**src/rtl/frame_buffer_writer.sv**
```systemverilog
// Write engine that packs an RGB pixel stream into 32-bit words and fills the
// Buf0/Buf1 ping-pong line buffers in strict alternation, one frame per buffer.
module frame_buffer_writer #(
    parameter int ADDR_W = 20,
    parameter int CNT_W  = 10,
    parameter int IDX_W  = 16
) (
    input  logic              clk,
    input  logic              reset,
    input  logic              Enable,
    input  logic [CNT_W-1:0]  AIPOut,
    input  logic [CNT_W-1:0]  AILOut,
    input  logic              PxValid,
    input  logic [7:0]        PxR,
    input  logic [7:0]        PxG,
    input  logic [7:0]        PxB,
    output logic              PxReady,
    input  logic              Buf0Empty,
    input  logic              Buf1Empty,
    output logic [31:0]       WData,
    output logic [ADDR_W-1:0] WAddr,
    output logic              WE0,
    output logic              WE1,
    output logic              CSDisplay,
    output logic              FrameDone,
    output logic [IDX_W-1:0]  FrameWInd
);

    typedef enum logic [1:0] {
        S_IDLE,
        S_WAIT_BUF,
        S_FILL,
        S_DONE
    } state_t;

    state_t            state_q, state_d;
    logic              cur_buf_q, cur_buf_d;
    logic [CNT_W-1:0]  aip_q, aip_d;
    logic [CNT_W-1:0]  ail_q, ail_d;
    logic [CNT_W-1:0]  px_q, px_d;
    logic [CNT_W-1:0]  line_q, line_d;
    logic [ADDR_W-1:0] addr_q, addr_d;
    logic [ADDR_W-1:0] waddr_q, waddr_d;
    logic [IDX_W-1:0]  idx_q, idx_d;
    logic [31:0]       wdata_q, wdata_d;
    logic              we0_q, we0_d;
    logic              we1_q, we1_d;

    logic              target_empty;
    logic              sizes_ok;
    logic              accept;
    logic              end_of_line;
    logic              last_line;

    always_comb begin
        // Only the buffer whose turn it is matters; the other flag is ignored.
        target_empty = cur_buf_q ? Buf1Empty : Buf0Empty;
        sizes_ok     = (AIPOut != '0) && (AILOut != '0);
        accept       = (state_q == S_FILL) && PxValid;
        end_of_line  = (px_q == aip_q - CNT_W'(1));
        last_line    = (line_q == ail_q - CNT_W'(1));

        state_d   = state_q;
        cur_buf_d = cur_buf_q;
        aip_d     = aip_q;
        ail_d     = ail_q;
        px_d      = px_q;
        line_d    = line_q;
        addr_d    = addr_q;
        idx_d     = idx_q;
        wdata_d   = wdata_q;
        waddr_d   = waddr_q;
        we0_d     = 1'b0;
        we1_d     = 1'b0;

        case (state_q)
            S_IDLE: begin
                if (Enable) begin
                    state_d = S_WAIT_BUF;
                end
            end
            S_WAIT_BUF: begin
                if (Enable && target_empty && sizes_ok) begin
                    aip_d   = AIPOut;
                    ail_d   = AILOut;
                    addr_d  = '0;
                    px_d    = '0;
                    line_d  = '0;
                    state_d = S_FILL;
                end
            end
            S_FILL: begin
                if (accept) begin
                    wdata_d = {8'h00, PxR, PxG, PxB};
                    waddr_d = addr_q;
                    we0_d   = ~cur_buf_q;
                    we1_d   = cur_buf_q;
                    addr_d  = addr_q + ADDR_W'(1);
                    if (end_of_line) begin
                        px_d   = '0;
                        line_d = line_q + CNT_W'(1);
                        if (last_line) begin
                            state_d = S_DONE;
                        end
                    end else begin
                        px_d = px_q + CNT_W'(1);
                    end
                end
            end
            S_DONE: begin
                idx_d     = idx_q + IDX_W'(1);
                cur_buf_d = ~cur_buf_q;
                state_d   = Enable ? S_WAIT_BUF : S_IDLE;
            end
            default: begin
                state_d = S_IDLE;
            end
        endcase
    end

    always_ff @(posedge clk or negedge reset) begin
        if (!reset) begin
            state_q   <= S_IDLE;
            cur_buf_q <= 1'b0;
            aip_q     <= '0;
            ail_q     <= '0;
            px_q      <= '0;
            line_q    <= '0;
            addr_q    <= '0;
            idx_q     <= '0;
            wdata_q   <= '0;
            waddr_q   <= '0;
            we0_q     <= 1'b0;
            we1_q     <= 1'b0;
        end else begin
            state_q   <= state_d;
            cur_buf_q <= cur_buf_d;
            aip_q     <= aip_d;
            ail_q     <= ail_d;
            px_q      <= px_d;
            line_q    <= line_d;
            addr_q    <= addr_d;
            idx_q     <= idx_d;
            wdata_q   <= wdata_d;
            waddr_q   <= waddr_d;
            we0_q     <= we0_d;
            we1_q     <= we1_d;
        end
    end

    // Handshake and status are pure state decodes so PxReady has no input path.
    assign PxReady   = (state_q == S_FILL);
    assign CSDisplay = (state_q == S_FILL);
    assign FrameDone = (state_q == S_DONE);
    assign FrameWInd = idx_q;
    assign WData     = wdata_q;
    assign WAddr     = waddr_q;
    assign WE0       = we0_q;
    assign WE1       = we1_q;

endmodule
```
**config.mk**
```make
export PLATFORM = sky130hd
export DESIGN_NAME = frame_buffer_writer
export DESIGN_NICKNAME = d
export VERILOG_FILES = /design/src/rtl/frame_buffer_writer.sv
export SDC_FILE = /design/constraint.sdc
export NUM_CORES = 1
export LEC_CHECK = 0
export ABC_AREA = 1
export CAP_MARGIN = 5
export CORE_ASPECT_RATIO = 0.5
export CORE_MARGIN = 4
export CORE_UTILIZATION = 57
export DETAILED_ROUTE_END_ITERATION = 6
export PLACE_DENSITY = 0.86
export SYNTH_ARGS = -nofsm -noshare
export SYNTH_HDL_FRONTEND = slang
export SYNTH_SLANG_ARGS = --single-unit
```
**constraint.sdc**
```tcl
create_clock -name clk -period 3.52 [get_ports clk]
set_clock_uncertainty 0.05 [all_clocks]
set_input_delay 0.704 -clock clk [delete_from_list [all_inputs] [get_ports clk]]
set_output_delay 0.704 -clock clk [all_outputs]
set_load 0.03 [all_outputs]
```
* Word level (Yosys, flattened, before mapping) *
Cells that the tools add are included.

operators by class
  $add $sub $neg = 6
  multiply operators = 0
  div/mod/pow operators = 0
  order comparisons = 0
  equality and inequality tests = 10
  shifts and indexed selects = 0
  multiplexer cells = 22
  bitwise gates (word level) = 1
  reduce and logical (&&, ||, !) cells = 13

operators by type and width
  kind                     count
  $mux W10                 5
  $mux W20                 2
  $pmux W10 S2             2
  $pmux W20 S2             1
  $add A10 B1 Y10 const B  2
  $add A20 B1 Y20 const B  1
  $eq A10 B10 Y1           2
  $reduce_bool A10 Y1      2
  $sub A10 B1 Y10 const B  2
  $add A16 B1 Y16 const B  1
  $mux W2                  5
  $pmux W2 S4              1
  $mux W1                  6
  $ne A2 B1 Y1 const B     3
  $reduce_and A5 Y1        1
  $eq A2 B2 Y1 const B     2
  $logic_and A1 B1 Y1      4
  $ne A2 B2 Y1 const B     2
  $reduce_and A2 Y1        2
  $reduce_and A4 Y1        1
  $reduce_and A3 Y1        1
  $eq A2 B1 Y1 const B     1
  $logic_not A2 Y1         1
  $reduce_bool A2 Y1       1
  $not A1 Y1               1

word-level totals
  bits in registers = 125
  bits in latches = 0
  RAM bits = 0
  ROM bits = 0
  input port bits = 50
  output and inout bits = 73
  memories kept = 0

* Depth between registers and ports, before layout *
  word-level depth = 6
  gate-level depth with buffers = 16
  gate-level depth less buffers = 15

* Worst setup path before layout *
OpenSTA, ideal clock, no wires.

  path kind = register -> register
  start point = register state_q[0]
  end point = register px_q[8]
  arrival time = 2037 ps
  required time = 3354 ps
  slack = 1317 ps
  cell stages (with the launch flop) = 12
  clock period less this slack = 2203 ps
  cell sequence = dfrtp_1 -> inv_1 -> ha_1 -> buf_2 -> nand2_1 -> o21ai_0 -> nand2_1 -> inv_1 -> buf_2 -> nand3_1 -> nand2_1 -> nor2_1

on the way
  cells in the longest elaborated chain, start to end = 4
  elaborated cells between the ends (all ways) = 8
  classes of those cells = 4 x eq/ne; 1 x mux; 3 x reduce/logical

ends and longest elaborated chain
  what                         line  RTL
  start, declared              36    state_t state_q, state_d;
  start signal, assigned       136   state_q <= state_d;
  $eq A2 B2 Y1 (*)             --
  named net CSDisplay          24    output logic CSDisplay,
  $logic_and A1 B1 Y1          59    accept = (state_q == S_FILL) && PxValid;
  $ne A2 B1 Y1 (no line)       --
  $reduce_and A3 Y1 (no line)  --
  end signal, assigned         140   px_q <= px_d;
  end, declared                40    logic [CNT_W-1:0] px_q, px_d;

The timed path passes the listed nets; every way through them passes the cells marked *.
A chain may end at the register's enable or synchronous reset.

* Worst setup path in the final report *
  start point = register state_q[1]
  end point = output FrameDone

on the way
  cells in the longest elaborated chain, start to end = 1

ends and longest elaborated chain
  what           line  RTL
  $eq A2 B2 Y1   154   assign FrameDone = (state_q == S_DONE);
  end, declared  25    output logic FrameDone,

Every way passes these cells.

==> results_tabular.tex <==
\begin{tabular}{lr}
\hline
Metric & Value \\
\hline
\multicolumn{2}{l}{\textbf{Clock tree}} \\
Library cell used as clock root buffer & sky130\_fd\_sc\_hd\_\_clkbuf\_16 \\
Number of gates resized after CTS & 0 \\
CTS sink count & 125 \\
Reg clk slew, reported paths & 0.06 ns \\
Later-pin clock latency in the skew report & 0.41 ns \\
Number of buffers created by CTS & 17 \\
Clock tree from TritonCTS & built \\
CTS H-tree depth & 4 \\
Cts hold-fix bufs & 0 \\
Max Buffers Root-to-Sink & 2 \\
Number of buffers added for setup after CTS & 0 \\
\multicolumn{2}{l}{\textbf{Critical path}} \\
Type of the worst setup path & flop to output port \\
Required time at the worst-slack endpoint & $\sim$2.8 ns \\
Crit path largest cell delay & 0.76 ns \\
Slowest cell on the critical path & sky130\_fd\_sc\_hd\_\_clkdlybuf4s50\_1 \\
Family of cells with the greatest summed delay on the critical path & buffers and inverters \\
Worst path cell trace & ha\_1, clkdlybuf4s50\_1 \\
Worst EP arrival & 2.05 ns \\
Worst R2R Setup Slack & about 1.0 ns \\
Maximum fanout along the worst path & 10 \\
Startpoint type of the worst setup path & flop \\
Number of buffer and inverter stages on the critical path & 1 \\
Category of the worst setup path capture point & output port \\
\multicolumn{2}{l}{\textbf{Cells and area}} \\
Final-layout fill cell count & 818 \\
Design area & 8467 sq um \\
Count of placed standard cells in the final layout, fillers left out & 1,151 \\
Final core utilization & 75.72\% \\
Share of post-route cells with drive strength above 1 & under 10\% \\
Diodes inserted & 0 \\
Relative area change from synthesis to final layout & 27.80\% \\
Final layout net count & 1,040 \\
\multicolumn{2}{l}{\textbf{Power and ir drop}} \\
Pwr Density & a little under 800 nW/um\^{}2 \\
Relative contribution of combinational cells to total power & 41.4\% \\
Peak VDD IR & 0.0005208 V \\
Fraction of power consumed by sequential logic & 32.7\% \\
Static leakage & 4.108 nW \\
Net Switching & roughly 2.8 mW \\
Internal power component & 3.847 mW \\
Net switching fraction of the power & 42.10\% \\
Proportion of power drawn by the clock network & 25.9\% \\
\multicolumn{2}{l}{\textbf{Place}} \\
Cell total after placement & 1,119 \\
Port Buffers & 114 \\
Detailed placement HPWL & 11,950 um \\
Placer Congestion & between 0.8 and 0.9 \\
Placed inst area & 7891 sq um \\
Setup Slack @ Placement & 0.6174 ns \\
\multicolumn{2}{l}{\textbf{Yosys}} \\
Synth Cell Area & 6625 sq um \\
Main area contributors after synthesis & sky130\_fd\_sc\_hd\_\_dfrtp\_1, sky130\_fd\_sc\_hd\_\_nand2\_1, sky130\_fd\_sc\_hd\_\_inv\_1 \\
Synth area leader & sky130\_fd\_sc\_hd\_\_dfrtp\_1 \\
Post-synth top area share & between 40\% and 50\% \\
Sequential fraction of the synthesis area & a little under half \\
Number of synthesized register bits & 125 \\
Synthesized netlist cell count & 863 \\
Synthesized area per cell & roughly 7.7 sq um \\
Number of distinct library cell variants in the gate-level netlist after synthesis & 37 \\
Count of yosys warnings during synthesis & 0 \\
\multicolumn{2}{l}{\textbf{Detailed routing}} \\
Routed wire length per instance & 14.99 um \\
Count of nets left with antenna violations after detail routing & 0 \\
DRC violations left & 0 \\
Via Count & 6,137 \\
Initial DRT Pass Iterations & 7 \\
Vias per inst & $\sim$5.3 \\
Detailed-route wire length & 17,260 um \\
Number of design-rule violations left by the first detailed-router iteration & roughly 510 \\
\multicolumn{2}{l}{\textbf{Floorplan}} \\
Die span in x & between 150 and 200 um \\
Core area & approximately 11,000 sq um \\
Top-level I/O count & 123 \\
Die footprint & 13,520 sq um \\
Row cnt & 27 \\
Die Y-Extent & approximately 84 um \\
Initial Util & 59.25\% \\
\multicolumn{2}{l}{\textbf{GRT}} \\
Global-route wire length before repair & just under 30,000 um \\
Remaining Overflow, GRT & 0 \\
Total global-route track usage & 26.07\% \\
Antenna violations before repair & 0 \\
Number of global-route vias before repair & 6,194 \\
Maximum number of pins on one net before global-route repair & 63 \\
\multicolumn{2}{l}{\textbf{STA}} \\
Final Setup Violations & 0 \\
Transition time of the tightest slew-check pin & 0.7027 ns \\
Final Cycle Share & 79.61\% \\
Number of failing hold endpoints at the final stage & 0 \\
Final Worst Setup Slack & around 0.72 ns \\
Final-report max-slew violation count & 0 \\
Fin crit period & 2.802 ns \\
Final setup TNS & 0 ns \\
Highest attainable clock frequency & 356.8 MHz \\
Max\_slew headroom & a little over half \\
Setup repair after global routing missed its margin & no \\
\multicolumn{2}{l}{\textbf{Flow run}} \\
Max Cap Violations & 0 \\
\multicolumn{2}{l}{\textbf{Hold path}} \\
Hold/Removal Path Class & primary input to asynchronous set/reset pin \\
\multicolumn{2}{l}{\textbf{Status}} \\
Status & finished clean \\
\hline
\end{tabular}
==> area by class of cell <==
class	count	area, sq um	share of cell area, %
inverters	88	330.3	3.901
multi-input cells	625	3023	35.70
clock inverters	14	146.4	1.729
repair buffers	122	1211	14.30
clock buffers	18	429.2	5.069
well taps	159	198.9	2.350
flip-flops and latches	125	3128	36.94
==> flip-flops by register name, summed over array words and instances (netlist names) <==
signal and flops:
WData 24, WAddr 20, addr_q 20, FrameWInd 16
ail_q 10, aip_q 10, line_q 10, px_q 10
state_q 2, WE0 1, WE1 1, cur_buf_q 1
==> kinds of logic after synthesis <==
logic type	after synthesis	synth area share (%)
AO/OA/AOI/OAI	71	6.081
flip-flops	125	47.21
AND/OR/NAND/NOR	492	31.05
XOR/XNOR	43	5.892
other	1	0.05660
buffers and inverters	120	7.630
adder cells (fa/ha/maj)	11	2.077
==> cells in the mapped netlist <==
cell type and number:
sky130_fd_sc_hd__nand2_1 308, sky130_fd_sc_hd__dfrtp_1 125, sky130_fd_sc_hd__inv_1 87, sky130_fd_sc_hd__nor2_1 73, sky130_fd_sc_hd__nand3_1 58, sky130_fd_sc_hd__o21ai_0 50
sky130_fd_sc_hd__xor2_1 30, sky130_fd_sc_hd__nand4_1 23, sky130_fd_sc_hd__clkbuf_1 14, sky130_fd_sc_hd__nor3_1 12, sky130_fd_sc_hd__xnor2_1 12, sky130_fd_sc_hd__ha_1 11
sky130_fd_sc_hd__buf_4 9, sky130_fd_sc_hd__o31ai_1 8, sky130_fd_sc_hd__a21oi_1 5, sky130_fd_sc_hd__o21ai_2 5, sky130_fd_sc_hd__buf_2 4, sky130_fd_sc_hd__nand3b_1 4
sky130_fd_sc_hd__nor4_1 3, sky130_fd_sc_hd__buf_1 2, sky130_fd_sc_hd__buf_6 2, sky130_fd_sc_hd__nand2_2 2, sky130_fd_sc_hd__nor2_2 2, sky130_fd_sc_hd__a211o_1 1
sky130_fd_sc_hd__a22oi_1 1, sky130_fd_sc_hd__and2_1 1, sky130_fd_sc_hd__clkbuf_2 1, sky130_fd_sc_hd__conb_1 1, sky130_fd_sc_hd__inv_2 1, sky130_fd_sc_hd__nand2_4 1
sky130_fd_sc_hd__nand3_2 1, sky130_fd_sc_hd__nor2_4 1, sky130_fd_sc_hd__nor3b_1 1, sky130_fd_sc_hd__o21bai_1 1, sky130_fd_sc_hd__or2_0 1, sky130_fd_sc_hd__or2_2 1
sky130_fd_sc_hd__xnor3_1 1
==> layout by cell type, fill, tap and decap left out, types with 2 or more instances in the layout <==
cell                              count
sky130_fd_sc_hd__a21oi_1              5
sky130_fd_sc_hd__buf_4                8
sky130_fd_sc_hd__bufinv_16            2
sky130_fd_sc_hd__clkbuf_16           17
sky130_fd_sc_hd__clkdlybuf4s50_1    113
sky130_fd_sc_hd__clkinv_2             4
sky130_fd_sc_hd__clkinv_4             4
sky130_fd_sc_hd__clkinvlp_4           3
sky130_fd_sc_hd__conb_1               8
sky130_fd_sc_hd__dfrtp_1            125
sky130_fd_sc_hd__ha_1                11
sky130_fd_sc_hd__inv_1               87
sky130_fd_sc_hd__nand2_1            307
sky130_fd_sc_hd__nand2_2              3
sky130_fd_sc_hd__nand3_1             58
sky130_fd_sc_hd__nand3b_1             4
sky130_fd_sc_hd__nand4_1             23
sky130_fd_sc_hd__nor2_1              72
sky130_fd_sc_hd__nor2_2               3
sky130_fd_sc_hd__nor3_1              12
sky130_fd_sc_hd__nor4_1               3
sky130_fd_sc_hd__o21ai_0             50
sky130_fd_sc_hd__o21ai_2              5
sky130_fd_sc_hd__o31ai_1              8
sky130_fd_sc_hd__xnor2_1             12
sky130_fd_sc_hd__xor2_1              30
==> per-stage QoR <==
step	hold slack [ns]	power, mW
2_1_floorplan	0.3584	3.942
4_1_cts	0.3189	6.641
6_report	0.2882	6.644
5_1_grt	0.3564	7.049
3_5_place_dp	0.4142	4.881
3_3_place_gp	0.4107	4.776
==> power by group through the flow <==
stage                     Combinational, mW  Clock [mW]  Sequential [mW]
final                                  2.75        1.72             2.17
after global routing                   3.01        1.82             2.22
after CTS                              2.74        1.74             2.16
after detailed placement               2.70           0             2.18
after global placement                 2.61           0             2.17
after floorplan                        1.42           0             2.52
==> worst register-to-register path: cells and delay by family (launching register included) <==
kind          cells  cell delay (ns)
simple gates     11             1.22
flops             1             0.40
fa+ha+maj         1             0.31
buf+inv           3             0.47
==> per-layer routing <==
layer	GRT usage [%]	part of all wire, %	vias to the layer above
met4	8.977	1.9	0
met2	44.04	47	252
met1	34.20	45	2897
li1	-	-	2949
met5	0	0	-
met3	4.855	6.0	39
==> final timing paths <==
path | from | end | cells past startpoint
max reg2reg | aip_q[0] | line_q[7] | 15
min in group clk | WData[19] | WData[19] | 2
max in group asynchronous | reset | addr_q[2] | 2
max | state_q[1] | FrameDone | 2
min reg2reg | WData[19] | WData[19] | 2
min | reset | FrameWInd[0] | 1
Note: power is estimated with default switching activity, not from simulation.
